<file path="src/rtl/register_file_bank_pkg.sv">
// ---------------------------------------------------------------------------
// register_file_bank_pkg
// Shared constants for the MIPS general-purpose register file: the number of
// architectural registers, the register indices that have special reset
// behaviour, and the default reset values for $gp and $sp.
// ---------------------------------------------------------------------------
package register_file_bank_pkg;

  localparam int NUM_REGS = 32;

  localparam int REG_ZERO = 0;
  localparam int REG_GP   = 28;
  localparam int REG_SP   = 29;

  localparam logic [31:0] SP_INIT_DEFAULT = 32'h7FFF_EFFC;
  localparam logic [31:0] GP_INIT_DEFAULT = 32'h1000_8000;

endpackage : register_file_bank_pkg

</file>
<file path="src/rtl/register_file_bank_read_port.sv">
// ---------------------------------------------------------------------------
// register_file_read_port
// One read port of the register file: a 32-to-1 mux over the stored words,
// an optional same-cycle write-to-read bypass, and a force-to-zero when
// register 0 is addressed (register 0 reads 0 even if a bypass would match).
//
// Optional feature macro: REGFILE_WRITE_BYPASS_EN
//   defined   -> a committing write to the addressed register is forwarded
//                combinationally to o_data in the same cycle
//   undefined -> o_data always shows the stored value
//
// Ports:
//   i_regs_flat  all stored words, register k at [k*WORD_LENGTH +: WORD_LENGTH]
//   i_addr       register address to read
//   i_wr_fire    a write commits at the next edge (already excludes reset and
//                register 0)
//   i_wr_addr    address of that write
//   i_wr_data    data of that write
//   o_data       read data
// ---------------------------------------------------------------------------
module register_file_read_port
  import register_file_bank_pkg::*;
#(
  parameter int WORD_LENGTH = 32,
  parameter int NBITS       = 5
) (
  input  logic [NUM_REGS*WORD_LENGTH-1:0] i_regs_flat,
  input  logic [NBITS-1:0]                i_addr,
  input  logic                            i_wr_fire,
  input  logic [NBITS-1:0]                i_wr_addr,
  input  logic [WORD_LENGTH-1:0]          i_wr_data,
  output logic [WORD_LENGTH-1:0]          o_data
);

  logic [WORD_LENGTH-1:0] w_words [NUM_REGS];
  logic [WORD_LENGTH-1:0] w_mux;

  for (genvar gi = 0; gi < NUM_REGS; gi++) begin : g_unflatten
    assign w_words[gi] = i_regs_flat[gi*WORD_LENGTH +: WORD_LENGTH];
  end

  assign w_mux = w_words[i_addr];

`ifdef REGFILE_WRITE_BYPASS_EN
  always_comb begin
    o_data = w_mux;
    if (i_wr_fire && (i_wr_addr == i_addr)) begin
      o_data = i_wr_data;
    end
    // Register 0 wins over everything, including a matching bypass.
    if (i_addr == NBITS'(REG_ZERO)) begin
      o_data = '0;
    end
  end
`else
  // Write-side inputs only matter when forwarding is built in.
  logic w_unused_bypass;
  assign w_unused_bypass = ^{i_wr_fire, i_wr_addr, i_wr_data};

  always_comb begin
    o_data = w_mux;
    if (i_addr == NBITS'(REG_ZERO)) begin
      o_data = '0;
    end
  end
`endif

endmodule : register_file_read_port

</file>
<file path="src/rtl/register_file_bank.sv">
// ---------------------------------------------------------------------------
// register_file_bank
// MIPS 32-entry general-purpose register file for the decode stage. Holds the
// architectural storage and the write decoder, and feeds two combinational
// read ports (rs, rt) toward the ID/EX pipeline register.
//
// Optional feature macro: REGFILE_WRITE_BYPASS_EN (same-cycle write-to-read
// forwarding, implemented inside register_file_read_port).
//
// Ports:
//   clk              rising-edge clock
//   reset            synchronous active-high reset; beats any write
//   Reg_Write        write enable from WB
//   Write_Register   destination register (writes to register 0 are dropped)
//   Write_Data       data to write
//   Read_Register_1  rs address      Read_Data_1  rs data
//   Read_Register_2  rt address      Read_Data_2  rt data
// ---------------------------------------------------------------------------
module register_file_bank
  import register_file_bank_pkg::*;
#(
  parameter int                     WORD_LENGTH = 32,
  parameter int                     NBITS       = 5,
  parameter logic [WORD_LENGTH-1:0] SP_INIT     = SP_INIT_DEFAULT,
  parameter logic [WORD_LENGTH-1:0] GP_INIT     = GP_INIT_DEFAULT
) (
  input  logic                   clk,
  input  logic                   reset,
  input  logic                   Reg_Write,
  input  logic [NBITS-1:0]       Write_Register,
  input  logic [WORD_LENGTH-1:0] Write_Data,
  input  logic [NBITS-1:0]       Read_Register_1,
  input  logic [NBITS-1:0]       Read_Register_2,
  output logic [WORD_LENGTH-1:0] Read_Data_1,
  output logic [WORD_LENGTH-1:0] Read_Data_2
);

  logic [WORD_LENGTH-1:0]          r_regs [NUM_REGS];
  logic [NUM_REGS*WORD_LENGTH-1:0] w_regs_flat;
  logic                            w_wr_fire;
  logic [NBITS-1:0]                w_rd_addr [2];
  logic [WORD_LENGTH-1:0]          w_rd_data [2];

  // A write commits only outside reset and never to register 0, so register 0
  // keeps its reset value of zero forever.
  assign w_wr_fire = Reg_Write && !reset && (Write_Register != NBITS'(REG_ZERO));

  always_ff @(posedge clk) begin
    if (reset) begin
      for (int i = 0; i < NUM_REGS; i++) begin
        r_regs[i] <= '0;
      end
      r_regs[REG_GP] <= GP_INIT;
      r_regs[REG_SP] <= SP_INIT;
    end else if (w_wr_fire) begin
      r_regs[Write_Register] <= Write_Data;
    end
  end

  for (genvar gi = 0; gi < NUM_REGS; gi++) begin : g_flatten
    assign w_regs_flat[gi*WORD_LENGTH +: WORD_LENGTH] = r_regs[gi];
  end

  assign w_rd_addr[0] = Read_Register_1;
  assign w_rd_addr[1] = Read_Register_2;

  for (genvar gi = 0; gi < 2; gi++) begin : g_read_port
    register_file_read_port #(
      .WORD_LENGTH (WORD_LENGTH),
      .NBITS       (NBITS)
    ) u_read_port (
      .i_regs_flat (w_regs_flat),
      .i_addr      (w_rd_addr[gi]),
      .i_wr_fire   (w_wr_fire),
      .i_wr_addr   (Write_Register),
      .i_wr_data   (Write_Data),
      .o_data      (w_rd_data[gi])
    );
  end

  assign Read_Data_1 = w_rd_data[0];
  assign Read_Data_2 = w_rd_data[1];

endmodule : register_file_bank

</file>
<file path="config.mk">
export PLATFORM = sky130hd
export DESIGN_NAME = register_file_bank
export DESIGN_NICKNAME = d
export VERILOG_FILES = /design/src/rtl/register_file_bank_pkg.sv /design/src/rtl/register_file_bank_read_port.sv /design/src/rtl/register_file_bank.sv
export SDC_FILE = /design/constraint.sdc
export NUM_CORES = 2
export LEC_CHECK = 0
export BUFFER_PORTS_ARGS = -buffer_cell sky130_fd_sc_hd__buf_2
export CAP_MARGIN = 40
export CORE_MARGIN = 2
export CORE_UTILIZATION = 31
export DETAILED_ROUTE_END_ITERATION = 8
export GPL_TIMING_DRIVEN = 0
export PLACE_DENSITY = 0.48
export SLEW_MARGIN = 20
export SYNTH_ARGS = -nofsm -noshare
export SYNTH_HDL_FRONTEND = slang
export SYNTH_HIERARCHICAL = 1
export SYNTH_SLANG_ARGS = --single-unit
</file>
<file path="constraint.sdc">
create_clock -name clk -period 2.68 [get_ports clk]
set_input_delay 0.134 -clock clk [delete_from_list [all_inputs] [get_ports clk]]
set_output_delay 0.134 -clock clk [all_outputs]
set_load 0.02 [all_outputs]
</file>
==> impl_metrics.ini <==
[status]
outcome = complete, but fails checks
violations = setup timing

[worst_setup_path]
crit_cells = 8
path_delay_family = buffers and inverters
timing_worst_setup_path_type = input port to primary output
most_frequent_cell_on_critical_path = sky130_fd_sc_hd__buf_4
buf_inv_on_cp = 6
path_cells = buf_4, buf_4, buf_4, clkbuf_2, buf_6, a211oi_2, a311oi_2, buf_2
setup.worst_path.end_class = primary output
critical_path_arrival_ps = 2680
largest_stage_delay_on_the_critical_path_ps = 470
startpoint_type = input port
cp_max_fo = 10
critical_path.endpoint = Read_Data_2[8]
cpMaxStageDelayCell = sky130_fd_sc_hd__a311oi_2
worst_setup_path_startpoint = Read_Register_2[2]
crit_required_ps = 2550

[power]
seq_power_share_pct = 45.5
pwr_per_cell_area_nw_per_um2 = 622.4
p_sw_mw = 12.10
cell_internal_pwr_mw = 29.57
vdd_drop_max_mv = 0.5086
power_frac_clock_pct = 37.2
share_comb_of_total_power_pct = 17.3
netSwitchingFraction_pct = 29.04
leakage_nw = 25.94

[grt]
global_route.overflow_total = 0
met1_capacity_usage_during_global_routing_pct = 37.06
first_global_vias = 39670
antenna_found_initial = 27
grt-busiest-layer = met2
grt_first_pass_wirelength_mm = 357.2
grt_max_degree = 33
grt_use_met3_pct = 7.516
grtUsageTotal_pct = 29.22
global_route.usage.met2_pct = 46.34

[run]
maxCapViolations = 0

[clock_network]
cts_htree_levels = 3
cts_buffers = 115
clock_path_buffers = 3
tritoncts = done
clkSinkCount = 1024
clk_root_buffer_cell = sky130_fd_sc_hd__clkbuf_16
worst_setup_hold_path_clk_slew_ps = 60

[sta]
finalSetupViolCount = 28
finalCriticalPeriod_ps = 2818
max_freq_ghz = 0.3549
rsz0062_at_grt = yes
number_of_slew_limit_violations_in_the_final_report = 0
worst_slew_margin_rel_pct = 36.40
finalHoldViolations = 0
max_slew.worst_pin.slew_ps = 954.0
setup_slack_ps = -137.8
layout_worst_path_cycle_share_pct = 105.1

[detailed_routing]
ant_nets = 0
detail_route.wirelength_mm = 271.1
first_drt_iteration_drcs = 6639
route.detailed.vias_per_inst = 6.286
wl_per_cell_um = 41.46
drt_drc_violations_left = 0
detailroute.via_count = 41100
drtPass1Iterations = 6

[logic_synthesis]
avgSynthCellArea_um2 = 14.95
post_syn_instances = 3716
syn_area_um2 = 55540
yosysWarnings = 6

[final_layout]
sequential_cell_area_um2 = 30750
post_route_cells_drive_above_1_share_pct = 36.33
multi_input_comb_area_um2 = 24610
fillerInstances = 16830
finish.instance_area_um2 = 66960
largest_register_ff_count = 1024
top_regs = r_regs x1024
final_nets = 4130
area_growth_pct = 20.56
top_register = r_regs

[floorplan]
die_width_um = 427.3
row_count = 155
core_um2 = 178200
die-area_um2 = 182600
die_height_um = 427.3
starting_utilization_of_the_core_area_pct = 31.16
io_pins = 114

[placed_design]
routabilityCongestion = 0.9688
post_dp_cell_area_um2 = 60280
buffer_ports.inserted = 102
place_ws_ps = -743.1
post-dp-hpwl_mm = 199.9

[worst_hold_path]
hold_class = input port to flop
worst min-delay path by stage:
stage / startpoint / end / depth (start not counted)
CTS: Write_Register[2] / r_regs[29][6] / 3
global route: Write_Register[2] / r_regs[29][7] / 3
finish: Write_Register[2] / r_regs[29][6] / 3
global placement: Write_Data[28] / r_regs[29][28] / 2
floorplan: Write_Data[10] / r_regs[29][10] / 1
detailed placement: Write_Data[28] / r_regs[29][28] / 2
timing repair:
| action | 4_1_cts | 5_1_grt |
|---|---|---|
| pin swaps | 52 | 39 |
| gates resized for setup | 462 | 87 |
| hold buffers | 32 | 0 |
| hold endpoints to repair | 32 | 0 |
| setup buffers | 0 | 0 |
| setup endpoints to repair | 64 | 45 |
power groups by stage:
stage          Sequential (mW)  Combinational [mW]  Clock (mW)
6_report                  19.0                7.22        15.5
5_1_grt                   19.0                7.25        16.1
4_1_cts                   18.9                6.87        15.5
3_5_place_dp              19.3                6.19           0
3_3_place_gp              19.2                5.95           0
2_1_floorplan             19.1                3.26           0
per-stage QoR:
| stage | instances | power [mW] | util, % | TNS [ps] | hold WS (ps) |
|---|---|---|---|---|---|
| after floorplan | 3747 | 22.35 | - | 0 | 313.5 |
| after global placement | 6204 | 25.20 | 33.17 | -1184550 | 447.6 |
| after detailed placement | 6275 | 25.44 | 33.82 | -262770 | 455.4 |
| after CTS | 6515 | 41.28 | 37.22 | -2110 | 187.5 |
| after global routing | 6530 | 42.36 | 37.56 | -1079 | 222.8 |
| final | 6538 | 41.68 | 37.57 | -1277 | 219.9 |
cell type report:
| class | count | share of cell area (%) |
|---|---|---|
| flip-flops and latches | 1024 | 45.92 |
| multi-input cells | 2191 | 36.75 |
| well taps | 2355 | 4.401 |
| clock buffers | 128 | 4.371 |
| plain buffers | 528 | 4.367 |
| repair buffers | 218 | 3.274 |
| clock inverters | 82 | 0.8652 |
| diodes | 10 | 0.03737 |
| inverters | 2 | 0.01121 |
layout by cell type (no fill, tap or decap), drive strengths merged, types with 2 or more instances in the layout:
cell / instances
clkbuf: 421
or4: 2
or3: 28
edfxtp: 1024
o21ai: 112
diode: 10
or2: 2
and2: 2
a22oi: 64
buf: 421
and4bb: 2
inv: 11
a211oi: 64
conb: 32
and3b: 3
nand2: 32
a21o: 31
mux2i: 128
mux2: 64
a221oi: 48
a311oi: 64
bufinv: 7
nor2b: 68
nand3b: 2
nor3b: 3
clkinvlp: 3
o2111ai: 16
mux4: 448
nor2: 6
and3: 963
clkinv: 63
dlygate4sd3: 32
nand2b: 2
worst min-delay path, stage by stage:
cell and delay [ps]:
sky130_fd_sc_hd__buf_4 180, sky130_fd_sc_hd__nand3_1 370, sky130_fd_sc_hd__or3_1 170
per-layer routing:
layer  wire length (um)  share of wire, %
met5                 38             0.014
met3              30460                11
met1              99030                37
met4              15680               5.8
met2             125900                46
Power figures use the tool's default switching activity.
